<file path="config.mk">
export PLATFORM = sky130hd
export DESIGN_NAME = poly_amp_shaper
export DESIGN_NICKNAME = d
export VERILOG_FILES = /design/src/rtl/amp_shaper_pkg.sv /design/src/rtl/env_step.sv /design/src/rtl/poly_amp_shaper.sv
export SDC_FILE = /design/constraint.sdc
export NUM_CORES = 2
export LEC_CHECK = 0
export BUFFER_PORTS_ARGS = -buffer_cell sky130_fd_sc_hd__buf_4
export CELL_PAD_IN_SITES_DETAIL_PLACEMENT = 1
export CELL_PAD_IN_SITES_GLOBAL_PLACEMENT = 1
export CORE_MARGIN = 2
export CORE_UTILIZATION = 51
export DETAILED_ROUTE_END_ITERATION = 10
export PLACE_DENSITY_LB_ADDON = 0.1
export SYNTH_ARGS = -nofsm -noshare
export SYNTH_HDL_FRONTEND = slang
export SYNTH_SLANG_ARGS = --single-unit
</file>
<file path="constraint.sdc">
create_clock -name clk -period 19.2 [get_ports clk]
set_input_delay 3.84 -clock clk [delete_from_list [all_inputs] [get_ports clk]]
set_output_delay 3.84 -clock clk [all_outputs]
set_load 0.1 [all_outputs]
</file>
<file path="src/rtl/amp_shaper_pkg.sv">
// Shared definitions for the polyphonic amplitude shaper.
// Holds the per-voice envelope state encoding and the fixed scale applied
// to the sustain fraction.
package amp_shaper_pkg;

  localparam int unsigned StateBits = 3;
  // The sustain input is a fraction of peak in 1/256 steps.
  localparam int unsigned SusShift  = 8;

  typedef enum logic [StateBits-1:0] {
    StIdle    = 3'd0,
    StAttack  = 3'd1,
    StDecay   = 3'd2,
    StSustain = 3'd3,
    StRelease = 3'd4
  } env_state_e;

endpackage

</file>
<file path="src/rtl/env_step.sv">
// Combinational ADSR step for one voice.
// Given the current voice registers and the shared envelope controls, it
// produces the state and envelope the voice holds after one sample update.
//   state_i/env_i        current voice state and envelope (Q0.ENV_BITS)
//   peak_i/sus_i         stored attack target and sustain level
//   attack_step_i        linear attack increment
//   decay_shift_i        exponential decay time constant
//   release_shift_i      exponential release time constant
//   state_o/env_o        next state and envelope
module env_step
  import amp_shaper_pkg::*;
#(
  parameter int unsigned ENV_BITS = 16
) (
  input  env_state_e          state_i,
  input  logic [ENV_BITS-1:0] env_i,
  input  logic [ENV_BITS-1:0] peak_i,
  input  logic [ENV_BITS-1:0] sus_i,
  input  logic [ENV_BITS-1:0] attack_step_i,
  input  logic [4:0]          decay_shift_i,
  input  logic [4:0]          release_shift_i,
  output env_state_e          state_o,
  output logic [ENV_BITS-1:0] env_o
);

  // One extra bit so the attack sum cannot wrap before the peak clamp.
  logic [ENV_BITS:0]   att_sum;
  logic [ENV_BITS-1:0] dec_diff;
  logic [ENV_BITS-1:0] dec_step;
  logic [ENV_BITS-1:0] dec_next;
  logic [ENV_BITS-1:0] rel_step;

  always_comb begin
    att_sum  = {1'b0, env_i} + {1'b0, attack_step_i};
    dec_diff = (env_i > sus_i) ? (env_i - sus_i) : '0;
    dec_step = dec_diff >> decay_shift_i;
    // A minimum step of one keeps the exponential tails from stalling.
    if (dec_step == '0) begin
      dec_step = ENV_BITS'(1);
    end
    dec_next = env_i - dec_step;
    rel_step = env_i >> release_shift_i;
    if (rel_step == '0) begin
      rel_step = ENV_BITS'(1);
    end

    state_o = state_i;
    env_o   = env_i;
    case (state_i)
      StAttack: begin
        if (att_sum >= {1'b0, peak_i}) begin
          env_o   = peak_i;
          state_o = StDecay;
        end else begin
          env_o = att_sum[ENV_BITS-1:0];
        end
      end
      StDecay: begin
        if ((env_i <= sus_i) || (dec_next <= sus_i)) begin
          env_o   = sus_i;
          state_o = StSustain;
        end else begin
          env_o = dec_next;
        end
      end
      StSustain: begin
        env_o = env_i;
      end
      StRelease: begin
        if (env_i <= rel_step) begin
          env_o   = '0;
          state_o = StIdle;
        end else begin
          env_o = env_i - rel_step;
        end
      end
      default: begin
        env_o   = '0;
        state_o = StIdle;
      end
    endcase
  end

endmodule

</file>
<file path="src/rtl/poly_amp_shaper.sv">
// Time-multiplexed polyphonic amplitude shaper.
// Keeps an ADSR envelope per voice, advances a voice's envelope once per
// sample of that voice, and scales the sample by the pre-update envelope.
//   note_on/note_off/note_voice/velocity   note strobes from the allocator
//   attack_step/decay_shift/sustain/release_shift   shared envelope controls
//   s_valid/s_voice/s_data                 tagged input samples
//   m_valid/m_voice/m_data                 shaped samples, 2 cycles later
//   voice_active                           per-voice not-idle flags
//   free_voice/free_valid                  lowest idle voice for allocation
module poly_amp_shaper
  import amp_shaper_pkg::*;
#(
  parameter int unsigned NUM_VOICES = 8,
  parameter int unsigned WORD_BITS  = 18,
  parameter int unsigned ENV_BITS   = 16,
  parameter int unsigned VEL_BITS   = 7,
  parameter int unsigned VIDX_BITS  = $clog2(NUM_VOICES)
) (
  input  logic                  clk,
  input  logic                  rst,
  input  logic                  note_on,
  input  logic                  note_off,
  input  logic [VIDX_BITS-1:0]  note_voice,
  input  logic [VEL_BITS-1:0]   velocity,
  input  logic [ENV_BITS-1:0]   attack_step,
  input  logic [4:0]            decay_shift,
  input  logic [7:0]            sustain,
  input  logic [4:0]            release_shift,
  input  logic                  s_valid,
  input  logic [VIDX_BITS-1:0]  s_voice,
  input  logic [WORD_BITS-1:0]  s_data,
  output logic                  m_valid,
  output logic [VIDX_BITS-1:0]  m_voice,
  output logic [WORD_BITS-1:0]  m_data,
  output logic [NUM_VOICES-1:0] voice_active,
  output logic [VIDX_BITS-1:0]  free_voice,
  output logic                  free_valid
);

  env_state_e          state_q [NUM_VOICES];
  env_state_e          state_d [NUM_VOICES];
  logic [ENV_BITS-1:0] env_q   [NUM_VOICES];
  logic [ENV_BITS-1:0] env_d   [NUM_VOICES];
  logic [ENV_BITS-1:0] peak_q  [NUM_VOICES];
  logic [ENV_BITS-1:0] peak_d  [NUM_VOICES];
  logic [ENV_BITS-1:0] sus_q   [NUM_VOICES];
  logic [ENV_BITS-1:0] sus_d   [NUM_VOICES];

  logic                  note_start;
  logic                  note_stop;
  logic [ENV_BITS-1:0]   peak_new;
  logic [ENV_BITS+7:0]   sus_prod;
  logic [ENV_BITS-1:0]   sus_new;
  env_state_e            step_state;
  logic [ENV_BITS-1:0]   step_env;
  logic [ENV_BITS-1:0]   rd_env;

  logic                       s1_valid_q;
  logic [VIDX_BITS-1:0]       s1_voice_q;
  logic signed [WORD_BITS-1:0] s1_data_q;
  logic [ENV_BITS-1:0]        s1_env_q;

  logic signed [WORD_BITS+ENV_BITS:0] prod;
  logic signed [WORD_BITS+ENV_BITS:0] rnd;
  logic [WORD_BITS-1:0]               m_data_d;

  // Zero velocity is the MIDI convention for a note-off.
  assign note_start = note_on && (velocity != '0);
  assign note_stop  = note_off || (note_on && (velocity == '0));
  assign peak_new   = {velocity, {(ENV_BITS - VEL_BITS){1'b1}}};
  assign sus_prod   = peak_new * sustain;
  assign sus_new    = ENV_BITS'(sus_prod >> SusShift);

  env_step #(
    .ENV_BITS (ENV_BITS)
  ) u_env_step (
    .state_i         (state_q[s_voice]),
    .env_i           (env_q[s_voice]),
    .peak_i          (peak_q[s_voice]),
    .sus_i           (sus_q[s_voice]),
    .attack_step_i   (attack_step),
    .decay_shift_i   (decay_shift),
    .release_shift_i (release_shift),
    .state_o         (step_state),
    .env_o           (step_env)
  );

  always_comb begin
    for (int unsigned v = 0; v < NUM_VOICES; v++) begin
      state_d[v] = state_q[v];
      env_d[v]   = env_q[v];
      peak_d[v]  = peak_q[v];
      sus_d[v]   = sus_q[v];
    end
    // A note strobe on the sampled voice replaces that cycle's envelope step.
    if (s_valid && !((note_start || note_stop) && (s_voice == note_voice))) begin
      state_d[s_voice] = step_state;
      env_d[s_voice]   = step_env;
    end
    // Retrigger keeps env so the attack ramps from the present level.
    if (note_start) begin
      state_d[note_voice] = StAttack;
      peak_d[note_voice]  = peak_new;
      sus_d[note_voice]   = sus_new;
    end else if (note_stop && (state_q[note_voice] inside {StAttack, StDecay, StSustain})) begin
      state_d[note_voice] = StRelease;
    end
  end

  always_ff @(posedge clk or posedge rst) begin
    if (rst) begin
      for (int unsigned v = 0; v < NUM_VOICES; v++) begin
        state_q[v] <= StIdle;
        env_q[v]   <= '0;
        peak_q[v]  <= '0;
        sus_q[v]   <= '0;
      end
    end else begin
      state_q <= state_d;
      env_q   <= env_d;
      peak_q  <= peak_d;
      sus_q   <= sus_d;
    end
  end

  // Stage 1: capture the sample with the pre-update envelope.
  assign rd_env = (state_q[s_voice] == StIdle) ? '0 : env_q[s_voice];

  always_ff @(posedge clk or posedge rst) begin
    if (rst) begin
      s1_valid_q <= 1'b0;
      s1_voice_q <= '0;
      s1_data_q  <= '0;
      s1_env_q   <= '0;
    end else begin
      s1_valid_q <= s_valid;
      s1_voice_q <= s_voice;
      s1_data_q  <= s_data;
      s1_env_q   <= rd_env;
    end
  end

  // Stage 2: signed x unsigned product, round half up, drop the fraction.
  always_comb begin
    prod     = s1_data_q * $signed({1'b0, s1_env_q});
    rnd      = prod + $signed({{(WORD_BITS + 1){1'b0}}, 1'b1, {(ENV_BITS - 1){1'b0}}});
    m_data_d = WORD_BITS'(rnd >>> ENV_BITS);
  end

  always_ff @(posedge clk or posedge rst) begin
    if (rst) begin
      m_valid <= 1'b0;
      m_voice <= '0;
      m_data  <= '0;
    end else begin
      m_valid <= s1_valid_q;
      m_voice <= s1_voice_q;
      m_data  <= m_data_d;
    end
  end

  always_comb begin
    for (int unsigned v = 0; v < NUM_VOICES; v++) begin
      voice_active[v] = (state_q[v] != StIdle);
    end
  end

  // Scan from the top so the lowest idle index is the last one written.
  always_comb begin
    free_voice = '0;
    free_valid = 1'b0;
    for (int v = NUM_VOICES - 1; v >= 0; v--) begin
      if (!voice_active[v]) begin
        free_voice = VIDX_BITS'(v);
        free_valid = 1'b1;
      end
    end
  end

endmodule

</file>
==> flow_metrics.py <==
metrics = {
    "timing": {
        "fmax_mhz": 69.29,
        "rsz0062_at_grt": "false",
        "timing.hold.ws_ns": 0.3440,
        "finalSetupViolations": 0,
        "worst_slew_margin_rel": 0.1186,
        "period_share": 0.7517,
        "drv_slew": 0,
        "finalHoldViolations": 0,
        "fin_setup_tns_ns": 0,
        "fin_worst_skew_ns": 0.02225,
        "worst_pin_slew_ns": 1.315,
        "post-route-min-period_ns": 14.43,
    },
    "clock_network": {
        "cts-resized-gates": 0,
        "clk_latency_ns": 0.61,
        "cts_root_buf": "clkbuf_16",
        "tritoncts": "yes",
        "numCtsBuffers": 46,
        "clock_path_buffers": 3,
        "clk_pin_slew_ns": 0.06,
        "post_cts_buffers": 0,
        "cts_hold_buf": 0,
        "cts.sinks": 404,
        "htree_levels": 2,
    },
    "flow_run": {
        "cap_violations": 0,
    },
    "logic_synthesis": {
        "synth_edf_count": 0,
        "avgSynthCellArea_um2": 9.436,
        "synth_nets": 4482,
        "netlist_area_mm2": 0.03607,
        "synth.distinct_cells": 97,
        "synth_cells": 3823,
        "synth_warnings": 0,
        "synth_ff_type": "dfrtp_1",
        "ys_async_sr_fraction": 1.000,
        "ys_seq_area_frac": 0.2803,
        "yosys_register_bits": 404,
    },
    "place": {
        "dp_hpwl_um": 89660,
        "io_buffer_count": 103,
        "place_congestion": 0.9271,
    },
    "routing": {
        "avgRoutedWirePerCell_um": 24.85,
        "drt_iter0_markers": 1848,
        "viasPerCell": 6.076,
        "vias": 29170,
        "ant_nets": 0,
        "drt_wl_total_um": 119300,
        "dr.pass1.iters": 5,
        "drc": 0,
    },
    "layout": {
        "area_growth_pct": 8.536,
        "drive_above_1_share": 0.09767,
        "nNetsFinal": 4487,
    },
    "worst_setup_path": {
        "crit_top_cell": "buf_4",
        "cp-end-kind": "flop",
        "arrival_ns": 14.92,
        "worst-path-max-fanout": 47,
        "required_ns": 19.69,
        "cpMaxStageDelayCell": "nor3b_4",
        "critPathKind": "input pin to flop",
        "max_stage_delay_ns": 0.89,
        "start_kind": "input pin",
    },
    "worst_hold_path": {
        "hp-class": "flop to flop",
    },
    "floorplan": {
        "dieArea_mm2": 0.07287,
        "die_y_um": 270.0,
        "floorplan.initialDensity": 0.5151,
        "die_w_um": 270.0,
        "io_pins": 104,
        "rows": 97,
        "core-area_mm2": 0.07003,
    },
    "grt": {
        "grt_overflow": 0,
        "grt_max_degree": 171,
        "grt_usage": 0.3341,
        "grt_pass1_vias": 33020,
        "antenna_found_initial": 8,
        "grt_pass1_wl_um": 190100,
    },
    "run_status": {
        "status": "finished, final reports clean",
    },
}
==> kinds of logic (layout without fill, tap and decap cells) <==
| logic type | after synthesis | in the layout | synth area share |
|---|---|---|---|
| DFF | 404 | 404 | 0.2803 |
| and+or+nand+nor | 1204 | 1204 | 0.1562 |
| muxes | 158 | 158 | 0.05574 |
| buffers and inverters | 619 | 656 | 0.06632 |
| AOI/OAI and AO/OA | 755 | 755 | 0.1397 |
| other | 0 | 1 | 0 |
| adders and majority gates | 589 | 589 | 0.2786 |
| xor gates and xnor gates | 94 | 94 | 0.02320 |
==> worst paths after layout <==
check                                   start           to  slack [ns]  cells past startpoint
worst max-delay path               s_voice[0]   env_q[105]        4.77                     38
worst min-delay path            s1_voice_q[1]   m_voice[1]        0.34                      0
worst max register to register      sus_q[26]   env_q[105]        8.73                     35
worst min register to register  s1_voice_q[1]   m_voice[1]        0.34                      0
max in group asynchronous                 rst  state_q[22]       13.56                      4
min in group asynchronous                 rst   sus_q[117]        3.44                      2
==> registers in the layout, indices dropped and copies added (netlist names) <==
register,cells
m_data,18
peak_q,64
s1_valid_q,1
s1_data_q,18
env_q,128
m_voice,3
s1_voice_q,3
s1_env_q,16
sus_q,128
state_q,24
m_valid,1
==> cell type report <==
cell class	instances	area (um2)
Fill cell	7879	30880
Multi-Input combinational cell	2800	23660
Sequential cell	404	10110
Antenna cell	1	2.502
Clock buffer	69	1339
Timing Repair Buffer	141	1071
Clock inverter	11	156.4
Tap cell	940	1176
Inverter	435	1640
==> metrics by stage <==
step	worst slack, ns	cell area, um2	std cells	utilization
floorplan	4.122	36070	3823	-
global placement	4.545	37650	4720	0.5377
detailed placement	4.229	37650	4720	0.5377
CTS	4.858	39150	4800	0.5590
global route	3.927	39150	4800	0.5590
finish	4.768	39150	4801	0.5591
==> synth_stat cells, types with 28 or more instances <==
library cell / number / area [um2]
fa_1: 357 / 7147
nor3_1: 55 / 275.3
a21o_1: 34 / 255.2
o21ai_0: 186 / 930.9
dfrtp_1: 404 / 10110
nand3_1: 42 / 210.2
a21oi_1: 168 / 840.8
inv_1: 427 / 1603
a221oi_1: 30 / 262.8
xor2_1: 41 / 359.1
a211oi_1: 32 / 240.2
nand2_1: 506 / 1899
nor2_1: 232 / 870.8
mux2i_1: 48 / 480.5
and3_1: 28 / 175.2
ha_1: 232 / 2903
mux2_2: 81 / 912.1
nor2b_1: 34 / 212.7
a22oi_1: 70 / 525.5
o21a_1: 31 / 232.7
xnor2_1: 52 / 455.4
and2_1: 190 / 1189
clkbuf_1: 152 / 570.6
==> critical path: cells and delay by family <==
| kind | cells | cell delay [ns] |
|---|---|---|
| AO/OA/AOI/OAI | 20 | 5.61 |
| adder cells (fa/ha/maj) | 4 | 1.31 |
| XOR/XNOR | 1 | 0.26 |
| multiplexers | 1 | 0.40 |
| AND/OR/NAND/NOR | 6 | 1.62 |
| buffers and inverters | 6 | 1.80 |
==> layout by cell type (no fill, tap or decap), types with 9 or more instances in the layout <==
cell type  instances
o22ai_1           15
clkbuf_16         47
o21ai_0          186
o21a_1            31
nor3_1            48
and3_1            28
a22oi_1           70
a211oi_1          32
mux2_2            81
nand3_1           42
or3_1             23
mux2i_1           48
a211o_1           10
nand4_1           18
o211ai_1          22
or2_2             18
a221oi_1          30
buf_4            140
a31oi_1           15
fa_1             357
xor2_1            41
nor2_1           230
ha_1             232
mux4_2            24
and4_1             9
nand2_1          504
o21bai_1           9
xnor2_1           52
a21o_1            34
a21oi_1          168
o31ai_1           16
nand2b_1          21
clkbuf_1          14
and2_1           190
a22o_1            20
nor2b_1           29
inv_1            426
dfrtp_1          404
==> routing by layer <==
| metal | wire (um) | part of all wire | GRT usage | vias to the layer above |
|---|---|---|---|---|
| li1 | - | - | - | 12850 |
| met3 | 6068 | 0.051 | 0.04543 | 274 |
| met1 | 47840 | 0.40 | 0.4107 | 15200 |
| met5 | 72 | 0.00060 | 0 | - |
| met4 | 5115 | 0.043 | 0.1412 | 14 |
| met2 | 60200 | 0.50 | 0.5893 | 831 |
Power is left out: the tool's default activity adds up to more than one toggle a clock period on the data nets, which glitch-free logic cannot reach.
